**config.mk**
```make
export PLATFORM = sky130hd
export DESIGN_NAME = tristate_bus_arbiter
export DESIGN_NICKNAME = d
export VERILOG_FILES = /design/src/rtl/tbus_pkg.sv /design/src/rtl/rr_pick.sv /design/src/rtl/tristate_bus_arbiter.sv
export SDC_FILE = /design/constraint.sdc
export NUM_CORES = 1
export LEC_CHECK = 0
export CAP_MARGIN = 25
export CORE_UTILIZATION = 40
export DETAILED_ROUTE_END_ITERATION = 7
export GPL_TIMING_DRIVEN = 0
export PLACE_DENSITY = 0.84
export SYNTH_ARGS = -nofsm -noshare
export SYNTH_HDL_FRONTEND = slang
export SYNTH_SLANG_ARGS = --single-unit
export TNS_END_PERCENT = 100
```
**constraint.sdc**
```tcl
create_clock -name clk -period 3.63 [get_ports clk]
set_input_delay 1.089 -clock clk [delete_from_list [all_inputs] [get_ports clk]]
set_output_delay 1.089 -clock clk [all_outputs]
set_load 0.01 [all_outputs]
```
**src/rtl/tbus_pkg.sv**
```systemverilog
// tbus_pkg: shared types and width helpers for tristate_bus_arbiter.
//   tbus_state_t : arbiter FSM states (TURN is only reachable when
//                  TRISTATE_BUS_TURNAROUND_EN is defined).
//   id_width()   : bits needed for a channel index.
//   cnt_width()  : bits needed for a hold counter reaching max_hold.
package tbus_pkg;

  typedef enum logic [1:0] {
    IDLE = 2'd0,
    OWN  = 2'd1,
    TURN = 2'd2
  } tbus_state_t;

  function automatic int unsigned id_width(input int unsigned n_ch);
    return (n_ch > 1) ? $clog2(n_ch) : 1;
  endfunction

  function automatic int unsigned cnt_width(input int unsigned max_hold);
    return $clog2(max_hold + 1);
  endfunction

endpackage

```
**src/rtl/rr_pick.sv**
```systemverilog
// rr_pick: combinational rotating-priority picker.
//   req       : per-channel request vector
//   base      : highest-priority channel index this round
//   winner    : one-hot grant of the first requester at or after base (wrapping)
//   winner_id : index of winner, 0 when none
//   valid     : any request present
module rr_pick
  import tbus_pkg::*;
#(
  parameter int unsigned N_CH = 4,
  parameter int unsigned ID_W = id_width(N_CH)
) (
  input  logic [N_CH-1:0] req,
  input  logic [ID_W-1:0] base,
  output logic [N_CH-1:0] winner,
  output logic [ID_W-1:0] winner_id,
  output logic            valid
);

  // Two ascending scans: first among channels >= base, then wrap to the
  // lowest index. Equivalent to a rotate-by-base priority encoder.
  always_comb begin
    winner    = '0;
    winner_id = '0;
    valid     = 1'b0;
    for (int unsigned j = 0; j < N_CH; j++) begin
      if (!valid && req[j] && (j >= 32'(base))) begin
        valid     = 1'b1;
        winner[j] = 1'b1;
        winner_id = ID_W'(j);
      end
    end
    for (int unsigned j = 0; j < N_CH; j++) begin
      if (!valid && req[j]) begin
        valid     = 1'b1;
        winner[j] = 1'b1;
        winner_id = ID_W'(j);
      end
    end
  end

endmodule

```
**src/rtl/tristate_bus_arbiter.sv**
```systemverilog
// tristate_bus_arbiter: round-robin owner of a shared WIDTH-bit bus with a
// hold-time limit. bus_oe drives the pad TBUF enables.
//   clk, rst     : clock, synchronous active-high reset
//   req          : per-channel level requests
//   data_in      : channel c data at [c*WIDTH +: WIDTH]
//   bus_out      : owner's data, 0 when bus_oe=0 (no register on this path)
//   bus_oe       : bus driven
//   grant        : one-hot owner, zero when released
//   owner_id     : owner index, 0 when none
//   hold_expired : one-cycle pulse when the owner is force-released
// Optional macro TRISTATE_BUS_TURNAROUND_EN: insert one released TURN cycle
// on every owner change (and before going IDLE).
module tristate_bus_arbiter
  import tbus_pkg::*;
#(
  parameter  int unsigned N_CH     = 4,
  parameter  int unsigned WIDTH    = 8,
  parameter  int unsigned MAX_HOLD = 16,
  localparam int unsigned ID_W     = id_width(N_CH),
  localparam int unsigned CNT_W    = cnt_width(MAX_HOLD)
) (
  input  logic                  clk,
  input  logic                  rst,
  input  logic [N_CH-1:0]       req,
  input  logic [N_CH*WIDTH-1:0] data_in,
  output logic [WIDTH-1:0]      bus_out,
  output logic                  bus_oe,
  output logic [N_CH-1:0]       grant,
  output logic [ID_W-1:0]       owner_id,
  output logic                  hold_expired
);

  tbus_state_t      state;
  logic [CNT_W-1:0] hold_cnt;
  logic [ID_W-1:0]  last;

  logic [ID_W-1:0]  start;
  logic [N_CH-1:0]  pick_oh;
  logic [ID_W-1:0]  pick_id;
  logic             pick_valid;
  logic             owner_req;
  logic             others_req;
  logic             hold_hit;

  always_comb begin
    start      = (last == ID_W'(N_CH - 1)) ? '0 : last + 1'b1;
    owner_req  = |(req & grant);
    others_req = |(req & ~grant);
    hold_hit   = (hold_cnt == CNT_W'(MAX_HOLD));
  end

  // last+1 as base makes a force-released owner that still requests the
  // lowest priority, while still letting it win when it is alone.
  rr_pick #(
    .N_CH (N_CH),
    .ID_W (ID_W)
  ) u_pick (
    .req       (req),
    .base      (start),
    .winner    (pick_oh),
    .winner_id (pick_id),
    .valid     (pick_valid)
  );

  always_ff @(posedge clk) begin
    if (rst) begin
      state        <= IDLE;
      grant        <= '0;
      bus_oe       <= 1'b0;
      owner_id     <= '0;
      hold_expired <= 1'b0;
      hold_cnt     <= '0;
      last         <= ID_W'(N_CH - 1);
    end else begin
      hold_expired <= 1'b0;
      case (state)
        IDLE: begin
          hold_cnt <= '0;
          if (pick_valid) begin
            state    <= OWN;
            grant    <= pick_oh;
            owner_id <= pick_id;
            last     <= pick_id;
            bus_oe   <= 1'b1;
          end
        end
        OWN: begin
          if (!owner_req || hold_hit) begin
            // A voluntary release wins over a coincident expiry: no pulse.
            hold_expired <= owner_req;
            hold_cnt     <= '0;
`ifdef TRISTATE_BUS_TURNAROUND_EN
            state    <= TURN;
            grant    <= '0;
            owner_id <= '0;
            bus_oe   <= 1'b0;
`else
            if (pick_valid) begin
              grant    <= pick_oh;
              owner_id <= pick_id;
              last     <= pick_id;
            end else begin
              state    <= IDLE;
              grant    <= '0;
              owner_id <= '0;
              bus_oe   <= 1'b0;
            end
`endif
          end else if (others_req) begin
            hold_cnt <= hold_cnt + 1'b1;
          end
        end
`ifdef TRISTATE_BUS_TURNAROUND_EN
        TURN: begin
          hold_cnt <= '0;
          if (pick_valid) begin
            state    <= OWN;
            grant    <= pick_oh;
            owner_id <= pick_id;
            last     <= pick_id;
            bus_oe   <= 1'b1;
          end else begin
            state <= IDLE;
          end
        end
`endif
        default: begin
          state    <= IDLE;
          grant    <= '0;
          owner_id <= '0;
          bus_oe   <= 1'b0;
          hold_cnt <= '0;
        end
      endcase
    end
  end

  // Select by the registered one-hot grant; grant is zero when released.
  always_comb begin
    bus_out = '0;
    for (int unsigned c = 0; c < N_CH; c++) begin
      if (bus_oe && grant[c]) begin
        bus_out = data_in[c*WIDTH +: WIDTH];
      end
    end
  end

endmodule
```
==> out/summary.json, run 1 <==
{
  "sta": {
    "transition_at_the_pin_with_the_smallest_max_transition_slack_ns": 0.558,
    "setup_violations": 0,
    "setup_repair_after_global_routing_missed_its_margin": "false",
    "worst_slack_ns": 0.0603,
    "max_slew_margin": 0.626,
    "period_needed_ns": 3.57,
    "timing.clock.skew_ns": 0.00702,
    "achievable-frequency_ghz": 0.280,
    "timing.final.hold_violations": 0,
    "post-route-period-util": 0.983,
    "setup-tns-final_ns": 0,
    "timing_max_transition_violations_final": 0
  },
  "finish": {
    "finalNetCount": 235,
    "final_util": 0.661,
    "final_cell_mix": "sky130_fd_sc_hd__clkdlybuf4s50_1 (51), sky130_fd_sc_hd__dfxtp_1 (15), sky130_fd_sc_hd__nand2_1 (13)",
    "layout_commonest_cell": "sky130_fd_sc_hd__clkdlybuf4s50_1",
    "n_antenna_cell": 0,
    "area_growth_pct": 50.5,
    "drive_above_1_share": 0.0990
  },
  "worst_setup_path": {
    "crit_type": "in2out",
    "slack_of_the_worst_reg_to_reg_path_ns": 1.88,
    "crit_path_start_kind": "input pin",
    "timing.critical_path.required_ns": 2.54,
    "worstSetupEndpointType": "output port",
    "path_delay_family": "buffers and inverters",
    "crit_buf_inv": 2,
    "crit_path_top_delay_cell": "sky130_fd_sc_hd__clkdlybuf4s50_1",
    "critical_path_arrival_ns": 2.48,
    "critical_path_fanouts_max": 1,
    "critical_path.max_stage_delay_ns": 0.53,
    "timing.critical_path.mode_cell": "sky130_fd_sc_hd__clkdlybuf4s50_1",
    "cp_cell_sequence": "clkdlybuf4s50_1 -> a22oi_1 -> o21ai_0 -> a22o_1 -> clkdlybuf4s50_1"
  },
  "logic_synthesis": {
    "synth_warnings": 0,
    "post_syn_area_um2": 1140,
    "ys.flop_type": "sky130_fd_sc_hd__dfxtp_1",
    "synth.yosys.seq_area_share": 0.264,
    "postSynth.asyncResetShare": 0,
    "synth-seq-cells": 15,
    "synthDistinctLibCells": 43,
    "synth_fp_nets": 179,
    "post_synth.cell_area_avg_um2": 8.30,
    "post_synth_inst_count": 137,
    "synth_enable_flop_cells": 0
  },
  "placement": {
    "routabilityCongestion": 0.879,
    "io_buffer_count": 51,
    "place_hpwl_um": 2520,
    "dpl_worst_slack_ns": 0.0304
  },
  "clock_network": {
    "cts_tree": "built",
    "cts_setup_buffers": 0,
    "hold_buffers": 0,
    "cts_num_sinks": 15,
    "root_buffer": "sky130_fd_sc_hd__clkbuf_4",
    "h-tree-depth": 1,
    "post_cts.resized_instances": 0,
    "cts_buffers": 3,
    "clockBufferDepth": 2,
    "clock_latency_on_the_worst_skew_pair_ns": 0.28,
    "path_clk_slew_ns": 0.09
  },
  "route": {
    "firstDrtPassIters": 4,
    "drt_drc_violations_left": 0,
    "route.final.wire_length_um": 3250,
    "dr_total_vias": 1266,
    "antenna_left": 0,
    "avgRoutedWirePerCell_um": 14.6,
    "routed_via_density": 5.70,
    "detailedRoute.firstIterationViolations": 45
  },
  "floorplan": {
    "fp.coreArea_um2": 2590,
    "die_x_um": 55.3,
    "core.rowCount": 18,
    "floorplan.initialDensity": 0.439,
    "die_area_um2": 3060,
    "floorplan.die.height_um": 55.3,
    "ioPinCount": 54
  },
  "grt": {
    "maximum_number_of_pins_on_one_net_before_global_route_repair": 11,
    "globalRouteOverflowTotal": 0,
    "global_route_wire_length_before_repair_um": 5460,
    "grt_usage": 0.214,
    "grt_antenna_before_repair": 0,
    "vias_in_the_first_global_route": 1265
  },
  "worst_hold_path": {
    "holdCritPathClass": "reg2reg"
  },
  "power": {
    "ir_worst_vdd_v": 0.000335,
    "leakage_uw": 0.000627,
    "power_density_nw_per_um2": 308
  },
  "run_status": {
    "status": "complete, no violations"
  },
  "flow_run": {
    "number_of_max_capacitance_violations_reported": 0
  }
}
per-layer routing:
| metal | vias to the layer above | GRT usage | share of wire |
|---|---|---|---|
| li1 | 619 | - | - |
| met5 | - | 0 | 0 |
| met1 | 586 | 0.274 | 0.47 |
| met3 | 4 | 0.0468 | 0.073 |
| met4 | 0 | 0.0679 | 0.0083 |
| met2 | 57 | 0.356 | 0.45 |
report_power, final:
| group | internal, uW | switching, uW | total [uW] |
|---|---|---|---|
| registers | 179 | 13.1 | 192 |
| clock network | 42.6 | 52.0 | 94.6 |
| logic | 132 | 108 | 240 |
cells in the mapped netlist (2+ instances only):
cell                       instances  area [um^2]
sky130_fd_sc_hd__clkbuf_1          2         7.51
sky130_fd_sc_hd__nor2_1            5         18.8
sky130_fd_sc_hd__and2_1            2         12.5
sky130_fd_sc_hd__or3_1             3         18.8
sky130_fd_sc_hd__a22o_1            8         70.1
sky130_fd_sc_hd__nand3b_1          4         30.0
sky130_fd_sc_hd__nor2b_1           5         31.3
sky130_fd_sc_hd__o21ai_0          19         95.1
sky130_fd_sc_hd__buf_6             2         22.5
sky130_fd_sc_hd__ha_1              4         50.1
sky130_fd_sc_hd__a22oi_1           8         60.1
sky130_fd_sc_hd__dfxtp_1          15          300
sky130_fd_sc_hd__or4_1             2         15.0
sky130_fd_sc_hd__nand2_1          13         48.8
sky130_fd_sc_hd__nor4_2            2         25.0
sky130_fd_sc_hd__a21oi_1          11         55.1
sky130_fd_sc_hd__inv_1             6         22.5
through the flow:
stage	std cells	instance area, um^2	power, uW	hold WS (ns)
finish	222	1710	527	0.498
floorplan	137	1140	325	0.467
global route	222	1710	563	0.521
detailed placement	218	1690	432	0.482
global placement	218	1690	424	0.466
CTS	222	1710	526	0.501
path summary, 6_finish.rpt:
| check | start | to | depth (start not counted) |
|---|---|---|---|
| min reg2reg | owner_id[1]$_SDFFE_PP0P_ | owner_id[1]$_SDFFE_PP0P_ | 2 |
| min | owner_id[1]$_SDFFE_PP0P_ | owner_id[1]$_SDFFE_PP0P_ | 2 |
| max reg2reg | last[0]$_SDFFE_PP1P_ | grant[3]$_SDFFE_PP0P_ | 5 |
| max | data_in[15] | bus_out[7] | 5 |
logic make-up (layout without fill, tap and decap cells):
kind of cell               Yosys count  in the layout  synth area share
AOI/OAI and AO/OA                   55             55             0.341
xor gates and xnor gates             2              2            0.0154
adders and majority gates            4              4            0.0440
buffers and inverters               15             70            0.0803
DFF                                 15             15             0.264
muxes                                1              1           0.00880
and+or+nand+nor                     45             45             0.246
state kept, by name, indices dropped and copies added, names as in the netlist:
name,cells
hold_cnt,5
grant,4
last,2
owner_id,2
bus_oe,1
hold_expired,1
cell type report:
| type | instances | area, um^2 |
|---|---|---|
| Fill cell | 221 | 878 |
| Multi-Input combinational cell | 107 | 746 |
| Timing Repair Buffer | 51 | 510 |
| Sequential cell | 15 | 300 |
| Buffer | 9 | 68.8 |
| Tap cell | 30 | 37.5 |
| Clock buffer | 4 | 26.3 |
| Inverter | 6 | 22.5 |
worst register-to-register path, delay by kind of cell (launching register included):
| family | cells | cell delay [ns] |
|---|---|---|
| AO/OA/AOI/OAI | 2 | 0.43 |
| buffers and inverters | 1 | 0.05 |
| adder cells (fa/ha/maj) | 1 | 0.33 |
| AND/OR/NAND/NOR | 1 | 0.51 |
| flip-flops | 1 | 0.36 |
Power figures use the tool's default switching activity.
==> inputs of run 2 (changes only) <==
- CORE_MARGIN: not set -> 5
==> run 2 against run 1 <==
- via count increased by 2.3%
- critical path type unchanged
- sequential power about the same
- worst hold slack better by 0.0054 ns
- critical path depth did not move
- clock power increased by 3.4%
- combinational power decreased by 2%
==> out/summary.json, run 2 (synthesized netlist as in run 1, its figures left out) <==
{
  "worst_setup_path": {
    "critical_path_arrival": {"value": 2.48, "unit": "ns", "change": "about the same"},
    "critical_path_fanouts_max": {"value": 1, "change": "unchanged"},
    "crit_path_start_kind": "input pin",
    "worstSetupEndpointType": "output port",
    "critical_path.max_stage_delay": {"value": 0.53, "unit": "ns", "change": "about the same"},
    "cp_cell_sequence": "clkdlybuf4s50_1 -> a22oi_1 -> o21ai_1 -> a22o_1 -> clkdlybuf4s50_1",
    "crit_type": "in2out",
    "crit_path_top_delay_cell": "sky130_fd_sc_hd__clkdlybuf4s50_1",
    "timing.critical_path.mode_cell": "sky130_fd_sc_hd__clkdlybuf4s50_1",
    "timing.critical_path.required": {"value": 2.54, "unit": "ns", "change": "about the same"}
  },
  "power": {
    "power.switching": {"value": 175, "unit": "uW", "change": "+1.0%"},
    "combinational_fraction_of_design_power": {"value": 0.449, "change": "-0.006"},
    "p_seq_frac": {"value": 0.365, "change": "about the same"},
    "ir_worst_vdd": {"value": 0.000237, "unit": "V", "change": "-29%"},
    "power.share.clock": {"value": 0.186, "change": "+0.006"},
    "leakage": {"value": 0.000695, "unit": "uW", "change": "+11%"},
    "power_density": {"value": 306, "unit": "nW/um^2", "change": "-0.66%"},
    "power.internal": {"value": 352, "unit": "uW", "change": "-0.53%"},
    "power_switching_share": {"value": 0.332, "change": "+0.00347"},
    "fin_total_pwr": {"value": 527, "unit": "uW", "change": "about the same"}
  },
  "run_status": {
    "status": "complete, no violations"
  },
  "grt": {
    "vias_in_the_first_global_route": {"value": 1283, "change": "+1.4%"},
    "maximum_number_of_pins_on_one_net_before_global_route_repair": {"value": 11, "change": "unchanged"},
    "busiest_layer": "met2",
    "globalRouteOverflowTotal": {"value": 0, "change": "unchanged"},
    "grt_antenna_before_repair": {"value": 0, "change": "unchanged"},
    "global_route_wire_length_before_repair": {"value": 5940, "unit": "um", "change": "+8.7%"},
    "met3_usage": {"value": 0.0497, "change": "+0.00290"},
    "grt_util_met2": {"value": 0.303, "change": "-0.0530"},
    "grt_use_met1": {"value": 0.226, "change": "-0.0480"},
    "grt_usage": {"value": 0.182, "change": "-0.0322"}
  },
  "finish": {
    "layout.cell_area.non_filler": {"value": 1720, "unit": "um^2", "change": "+0.66%"},
    "finalNetCount": {"value": 235, "change": "unchanged"},
    "largest_register_ffs": {"value": 5, "change": "unchanged"},
    "area_growth_pct": 51.5,
    "multi_input_area": {"value": 746, "unit": "um^2", "change": "unchanged"},
    "top_regs": "hold_cnt (5), grant (4)",
    "drive_above_1_share": {"value": 0.0990, "change": "unchanged"},
    "n_antenna_cell": {"value": 0, "change": "unchanged"},
    "ff_latch_area": {"value": 300, "unit": "um^2", "change": "unchanged"},
    "register_name_with_the_most_flops": "hold_cnt",
    "layout_commonest_cell": "sky130_fd_sc_hd__clkdlybuf4s50_1",
    "final_cell_mix": "sky130_fd_sc_hd__clkdlybuf4s50_1 (47), sky130_fd_sc_hd__o21ai_0 (16), sky130_fd_sc_hd__dfxtp_1 (15)",
    "fill_cells": {"value": 268, "change": "+21%"},
    "final_util": {"value": 0.630, "change": "-0.0307"}
  },
  "clock_network": {
    "path_clk_slew": {"value": 0.09, "unit": "ns", "change": "about the same"},
    "cts_tree": "built",
    "root_buffer": "sky130_fd_sc_hd__clkbuf_4",
    "cts_buffers": {"value": 3, "change": "unchanged"},
    "clockBufferDepth": {"value": 2, "change": "unchanged"},
    "clock_latency_on_the_worst_skew_pair": {"value": 0.29, "unit": "ns", "change": "about the same"},
    "h-tree-depth": {"value": 1, "change": "unchanged"},
    "cts_setup_buffers": {"value": 0, "change": "unchanged"},
    "cts_num_sinks": {"value": 15, "change": "unchanged"}
  },
  "route": {
    "detailedRoute.firstIterationViolations": {"value": 96, "change": "+110%"},
    "route.final.wire_length": {"value": 3590, "unit": "um", "change": "+10%"},
    "drt_drc_violations_left": {"value": 0, "change": "unchanged"},
    "routed_via_density": {"value": 5.81, "change": "+1.8%"},
    "avgRoutedWirePerCell": {"value": 16.1, "unit": "um", "change": "+9.9%"},
    "antenna_left": {"value": 0, "change": "unchanged"},
    "dr_total_vias": {"value": 1295, "change": "+2.3%"},
    "firstDrtPassIters": {"value": 4, "change": "unchanged"}
  },
  "floorplan": {
    "fp.coreArea": {"value": 2730, "unit": "um^2", "change": "+5.6%"},
    "die_x": {"value": 63.3, "unit": "um", "change": "+14%"},
    "core.rowCount": {"value": 19, "change": "+1"},
    "ioPinCount": {"value": 54, "change": "unchanged"},
    "floorplan.die.height": {"value": 63.3, "unit": "um", "change": "+14%"},
    "floorplan.initialDensity": {"value": 0.416, "change": "-0.0231"},
    "die_area": {"value": 4010, "unit": "um^2", "change": "+31%"}
  },
  "flow_run": {
    "number_of_max_capacitance_violations_reported": {"value": 0, "change": "unchanged"}
  },
  "placement": {
    "placed_cell_area": {"value": 1690, "unit": "um^2", "change": "about the same"},
    "routabilityCongestion": {"value": 0.910, "change": "+3.5%"},
    "place_hpwl": {"value": 2850, "unit": "um", "change": "+13%"},
    "io_buffer_count": {"value": 51, "change": "unchanged"}
  },
  "sta": {
    "achievable-frequency": {"value": 0.280, "unit": "GHz", "change": "about the same"},
    "timing_max_transition_violations_final": {"value": 0, "change": "unchanged"},
    "setup_violations": {"value": 0, "change": "unchanged"},
    "period_needed": {"value": 3.57, "unit": "ns", "change": "-0.000561 ns"},
    "timing.clock.skew": {"value": 0.00714, "unit": "ns", "change": "+0.000120 ns"},
    "max_slew_margin": {"value": 0.593, "change": "-0.0331"},
    "transition_at_the_pin_with_the_smallest_max_transition_slack": {"value": 0.608, "unit": "ns", "change": "+0.0495 ns"},
    "setup_repair_after_global_routing_missed_its_margin": "true",
    "post-route-period-util": {"value": 0.983, "change": "about the same"},
    "hold_slack": {"value": 0.503, "unit": "ns", "change": "+0.00540 ns"},
    "timing.final.hold_violations": {"value": 0, "change": "unchanged"}
  },
  "worst_hold_path": {
    "holdCritPathClass": "reg2reg"
  }
}
run 2: per-stage QoR:
step	setup WS, ns	cells	setup TNS [ns]
3_5_place_dp	0.0113	219	0
5_1_grt	-0.0228	223	-0.0260
6_report	0.0609	223	0
2_1_floorplan	0.984	137	0
3_3_place_gp	0.0329	219	0
4_1_cts	0.0107	223	0
run 2: path summary, 6_finish.rpt:
check	to	depth (start not counted)	startpoint	slack, ns
max	bus_out[0]	5	data_in[0]	0.06
min	owner_id[1]$_SDFFE_PP0P_	2	owner_id[1]$_SDFFE_PP0P_	0.50
max reg2reg	grant[3]$_SDFFE_PP0P_	5	last[0]$_SDFFE_PP1P_	1.90
min reg2reg	owner_id[1]$_SDFFE_PP0P_	2	owner_id[1]$_SDFFE_PP0P_	0.50
run 2: final cells by class:
cell class                      instances  area share
Clock buffer                            4      0.0153
Sequential cell                        15       0.174
Inverter                                6      0.0131
Buffer                                  9      0.0399
Multi-Input combinational cell        107       0.433
Timing Repair Buffer                   51       0.302
Tap cell                               31      0.0225
run 2: metal layers:
metal	up-vias	wire length (um)
met5	-	0
met2	61	1680
met4	0	34
met1	604	1580
li1	626	-
met3	4	293
run 2: power groups by stage:
| stage | clock (uW) | sequential, uW | combinational (uW) |
|---|---|---|---|
| final | 97.8 | 192 | 236 |
| after global routing | 113 | 195 | 260 |
| after CTS | 102 | 192 | 237 |
| after detailed placement | 0 | 196 | 236 |
| after global placement | 0 | 195 | 230 |
| after floorplan | 0 | 198 | 127 |
run 2: what timing repair did:
item / 4_1_cts / 5_1_grt
setup endpoints to repair: 0 / 7
resized for setup: 0 / 7
endpoints found under the hold margin: 0 / 0
hold buffers: 0 / 0
run 2: worst max-delay path: cells and delay by family:
| family | cells | cell delay (ns) |
|---|---|---|
| AOI/OAI and AO/OA | 3 | 0.37 |
| buffers and inverters | 2 | 1.02 |
==> inputs of run 3 (changes only) <==
--- a/config.mk
+++ b/config.mk
@@ -11,5 +11,5 @@
 export DETAILED_ROUTE_END_ITERATION = 7
 export GPL_TIMING_DRIVEN = 0
-export PLACE_DENSITY = 0.84
+export PLACE_DENSITY_LB_ADDON = 0.2
 export SYNTH_ARGS = -nofsm -noshare
 export SYNTH_HDL_FRONTEND = slang
==> constraint.sdc (replaced) <==
create_clock -name clk -period 3.63 [get_ports clk]
set_input_delay 1.089 -clock clk [delete_from_list [all_inputs] [get_ports clk]]
set_output_delay 1.089 -clock clk [all_outputs]
set_load 0.005 [all_outputs]
==> run 3 against run 2 <==
- fmax is 0.88% higher
- via count is 2.5% lower
- combinational power is 2% lower
- largest power group unchanged
- highest routed layer unchanged
==> out/summary.json, run 3 (synthesized netlist as in run 1, its figures left out) <==
{
  "floorplan": {
    "core.rowCount": {"value": 19, "change": "unchanged"},
    "die_area": {"value": 4010, "unit": "um^2", "change": "unchanged"},
    "die_x": {"value": 63.3, "unit": "um", "change": "unchanged"},
    "fp.coreArea": {"value": 2730, "unit": "um^2", "change": "unchanged"},
    "floorplan.die.height": {"value": 63.3, "unit": "um", "change": "unchanged"},
    "ioPinCount": {"value": 54, "change": "unchanged"},
    "floorplan.initialDensity": {"value": 0.416, "change": "unchanged"}
  },
  "grt": {
    "globalRouteOverflowTotal": {"value": 0, "change": "unchanged"},
    "maximum_number_of_pins_on_one_net_before_global_route_repair": {"value": 11, "change": "unchanged"},
    "vias_in_the_first_global_route": {"value": 1314, "change": "+2.4%"},
    "grt_usage": {"value": 0.176, "change": "-0.00548"},
    "grt_antenna_before_repair": {"value": 0, "change": "unchanged"},
    "global_route_wire_length_before_repair": {"value": 5910, "unit": "um", "change": "-0.57%"}
  },
  "finish": {
    "register_name_with_the_most_flops": "hold_cnt",
    "n_antenna_cell": {"value": 0, "change": "unchanged"},
    "layout_commonest_cell": "sky130_fd_sc_hd__clkdlybuf4s50_1",
    "finalNetCount": {"value": 235, "change": "unchanged"},
    "top_regs": "hold_cnt (5), grant (4)",
    "largest_register_ffs": {"value": 5, "change": "unchanged"},
    "fill_cells": {"value": 273, "change": "+1.9%"},
    "ff_latch_area": {"value": 300, "unit": "um^2", "change": "unchanged"},
    "multi_input_area": {"value": 746, "unit": "um^2", "change": "unchanged"},
    "area_growth_pct": 50.6,
    "final_util": {"value": 0.627, "change": "-0.00366"},
    "drive_above_1_share": {"value": 0.0990, "change": "unchanged"},
    "final_cell_mix": "sky130_fd_sc_hd__clkdlybuf4s50_1 (51), sky130_fd_sc_hd__o21ai_0 (17), sky130_fd_sc_hd__dfxtp_1 (15)"
  },
  "clock_network": {
    "path_clk_slew": {"value": 0.09, "unit": "ns", "change": "about the same"},
    "cts_tree": "built",
    "cts_setup_buffers": {"value": 0, "change": "unchanged"},
    "root_buffer": "sky130_fd_sc_hd__clkbuf_4",
    "clockBufferDepth": {"value": 2, "change": "unchanged"},
    "cts_num_sinks": {"value": 15, "change": "unchanged"},
    "h-tree-depth": {"value": 1, "change": "unchanged"},
    "hold_buffers": {"value": 0, "change": "unchanged"},
    "cts_buffers": {"value": 3, "change": "unchanged"},
    "clock_latency_on_the_worst_skew_pair": {"value": 0.28, "unit": "ns", "change": "about the same"}
  },
  "power": {
    "leakage": {"value": 0.000626, "unit": "uW", "change": "-9.9%"},
    "ir_worst_vdd": {"value": 0.000254, "unit": "V", "change": "+7.2%"},
    "power_density": {"value": 304, "unit": "nW/um^2", "change": "-0.63%"}
  },
  "placement": {
    "io_buffer_count": {"value": 51, "change": "unchanged"},
    "dpl_worst_slack": {"value": 0.0860, "unit": "ns", "change": "+0.0747 ns"},
    "routabilityCongestion": {"value": 0.769, "change": "-16%"},
    "place_hpwl": {"value": 2750, "unit": "um", "change": "-3.4%"}
  },
  "worst_setup_path": {
    "setup.worst_path.start": "data_in[13]",
    "critical_path_arrival": {"value": 2.45, "unit": "ns", "change": "-0.03 ns"},
    "worst-r2r-cell-count": {"value": 5, "change": "unchanged"},
    "r2r-end": "grant[3]$_SDFFE_PP0P_",
    "timing.critical_path.required": {"value": 2.54, "unit": "ns", "change": "about the same"},
    "slack_of_the_worst_reg_to_reg_path": {"value": 1.85, "unit": "ns", "change": "-0.05 ns"},
    "reg2reg_from": "last[0]$_SDFFE_PP1P_",
    "critical_path_fanouts_max": {"value": 1, "change": "unchanged"},
    "crit_path_start_kind": "input pin",
    "worstSetupEndpointType": "output port",
    "crit_path_end": "bus_out[5]",
    "crit_type": "in2out"
  },
  "sta": {
    "achievable-frequency": {"value": 0.283, "unit": "GHz", "change": "+0.88%"},
    "timing.clock.skew": {"value": 0.00437, "unit": "ns", "change": "-0.00277 ns"},
    "setup_violations": {"value": 0, "change": "unchanged"},
    "worst_slack": {"value": 0.0919, "unit": "ns", "change": "+0.0310 ns"},
    "setup_repair_after_global_routing_missed_its_margin": "false",
    "timing_max_transition_violations_final": {"value": 0, "change": "unchanged"},
    "max_slew_margin": {"value": 0.610, "change": "+0.0169"},
    "setup-tns-final": {"value": 0, "unit": "ns", "change": "unchanged"},
    "post-route-period-util": {"value": 0.975, "change": "-0.00855"},
    "timing.final.hold_violations": {"value": 0, "change": "unchanged"},
    "transition_at_the_pin_with_the_smallest_max_transition_slack": {"value": 0.583, "unit": "ns", "change": "-0.0252 ns"},
    "period_needed": {"value": 3.54, "unit": "ns", "change": "-0.0310 ns"}
  },
  "route": {
    "dr_total_vias": {"value": 1262, "change": "-2.5%"},
    "avgRoutedWirePerCell": {"value": 15.6, "unit": "um", "change": "-2.7%"},
    "detailedRoute.firstIterationViolations": {"value": 42, "change": "-56%"},
    "antenna_left": {"value": 0, "change": "unchanged"},
    "route.final.wire_length": {"value": 3490, "unit": "um", "change": "-2.7%"},
    "drt_drc_violations_left": {"value": 0, "change": "unchanged"},
    "firstDrtPassIters": {"value": 4, "change": "unchanged"},
    "routed_via_density": {"value": 5.66, "change": "-2.5%"}
  },
  "run_status": {
    "status": "complete, no violations"
  },
  "worst_hold_path": {
    "holdCritPathClass": "reg2reg"
  },
  "flow_run": {
    "number_of_max_capacitance_violations_reported": {"value": 0, "change": "unchanged"}
  }
}
-- run 3: layout make-up --
cell class	instances	area share
tap	31	0.0226
multi-input combinational	107	0.435
inverter	6	0.0131
timing repair buffer	51	0.298
clock buffer	4	0.0153
buffer	9	0.0402
sequential	15	0.175
-- run 3: critical path: stages --
cell and delay (ns):
sky130_fd_sc_hd__clkdlybuf4s50_1 0.46, sky130_fd_sc_hd__a22oi_1 0.08, sky130_fd_sc_hd__o21ai_0 0.17, sky130_fd_sc_hd__a22o_1 0.15
sky130_fd_sc_hd__clkdlybuf4s50_1 0.50
-- run 3: power by group --
part,switching (uW),total [uW],internal [uW]
registers,13.0,192,179
logic,101,232,131
clock network,53.6,96.3,42.7
total,167,520,353
-- run 3: repair_timing --
action,CTS,global route
gates resized for setup,0,2
endpoints found under the setup margin,0,2
hold endpoints to repair,0,0
-- run 3: worst min-delay path by stage --
stage	slack, ns	to	cells past startpoint	startpoint
after CTS	0.49	owner_id[1]$_SDFFE_PP0P_	2	owner_id[1]$_SDFFE_PP0P_
final	0.49	owner_id[1]$_SDFFE_PP0P_	2	owner_id[1]$_SDFFE_PP0P_
after global routing	0.52	owner_id[1]$_SDFFE_PP0P_	2	owner_id[1]$_SDFFE_PP0P_
after detailed placement	0.47	owner_id[1]$_SDFFE_PP0P_	2	owner_id[1]$_SDFFE_PP0P_
after floorplan	0.46	hold_expired$_SDFF_PP0_	2	bus_oe$_SDFFE_PP0P_
after global placement	0.47	owner_id[0]$_SDFFE_PP0P_	2	owner_id[0]$_SDFFE_PP0P_
-- run 3: per-stage QoR --
| stage | hold slack [ns] | cells | cell area [um^2] | total power [uW] |
|---|---|---|---|---|
| 2_1_floorplan | 0.463 | 137 | 1140 | 317 |
| 3_3_place_gp | 0.471 | 219 | 1690 | 418 |
| 3_5_place_dp | 0.471 | 219 | 1690 | 425 |
| 4_1_cts | 0.490 | 223 | 1710 | 521 |
| 5_1_grt | 0.521 | 223 | 1710 | 556 |
| 6_report | 0.490 | 223 | 1710 | 520 |
-- run 3: per-layer routing --
| layer | vias up | wire (um) | track usage |
|---|---|---|---|
| li1 | 619 | - | - |
| met1 | 584 | 1440 | 0.203 |
| met2 | 57 | 1690 | 0.308 |
| met3 | 2 | 335 | 0.0462 |
| met4 | 0 | 26 | 0.0649 |
| met5 | - | 0 | 0 |
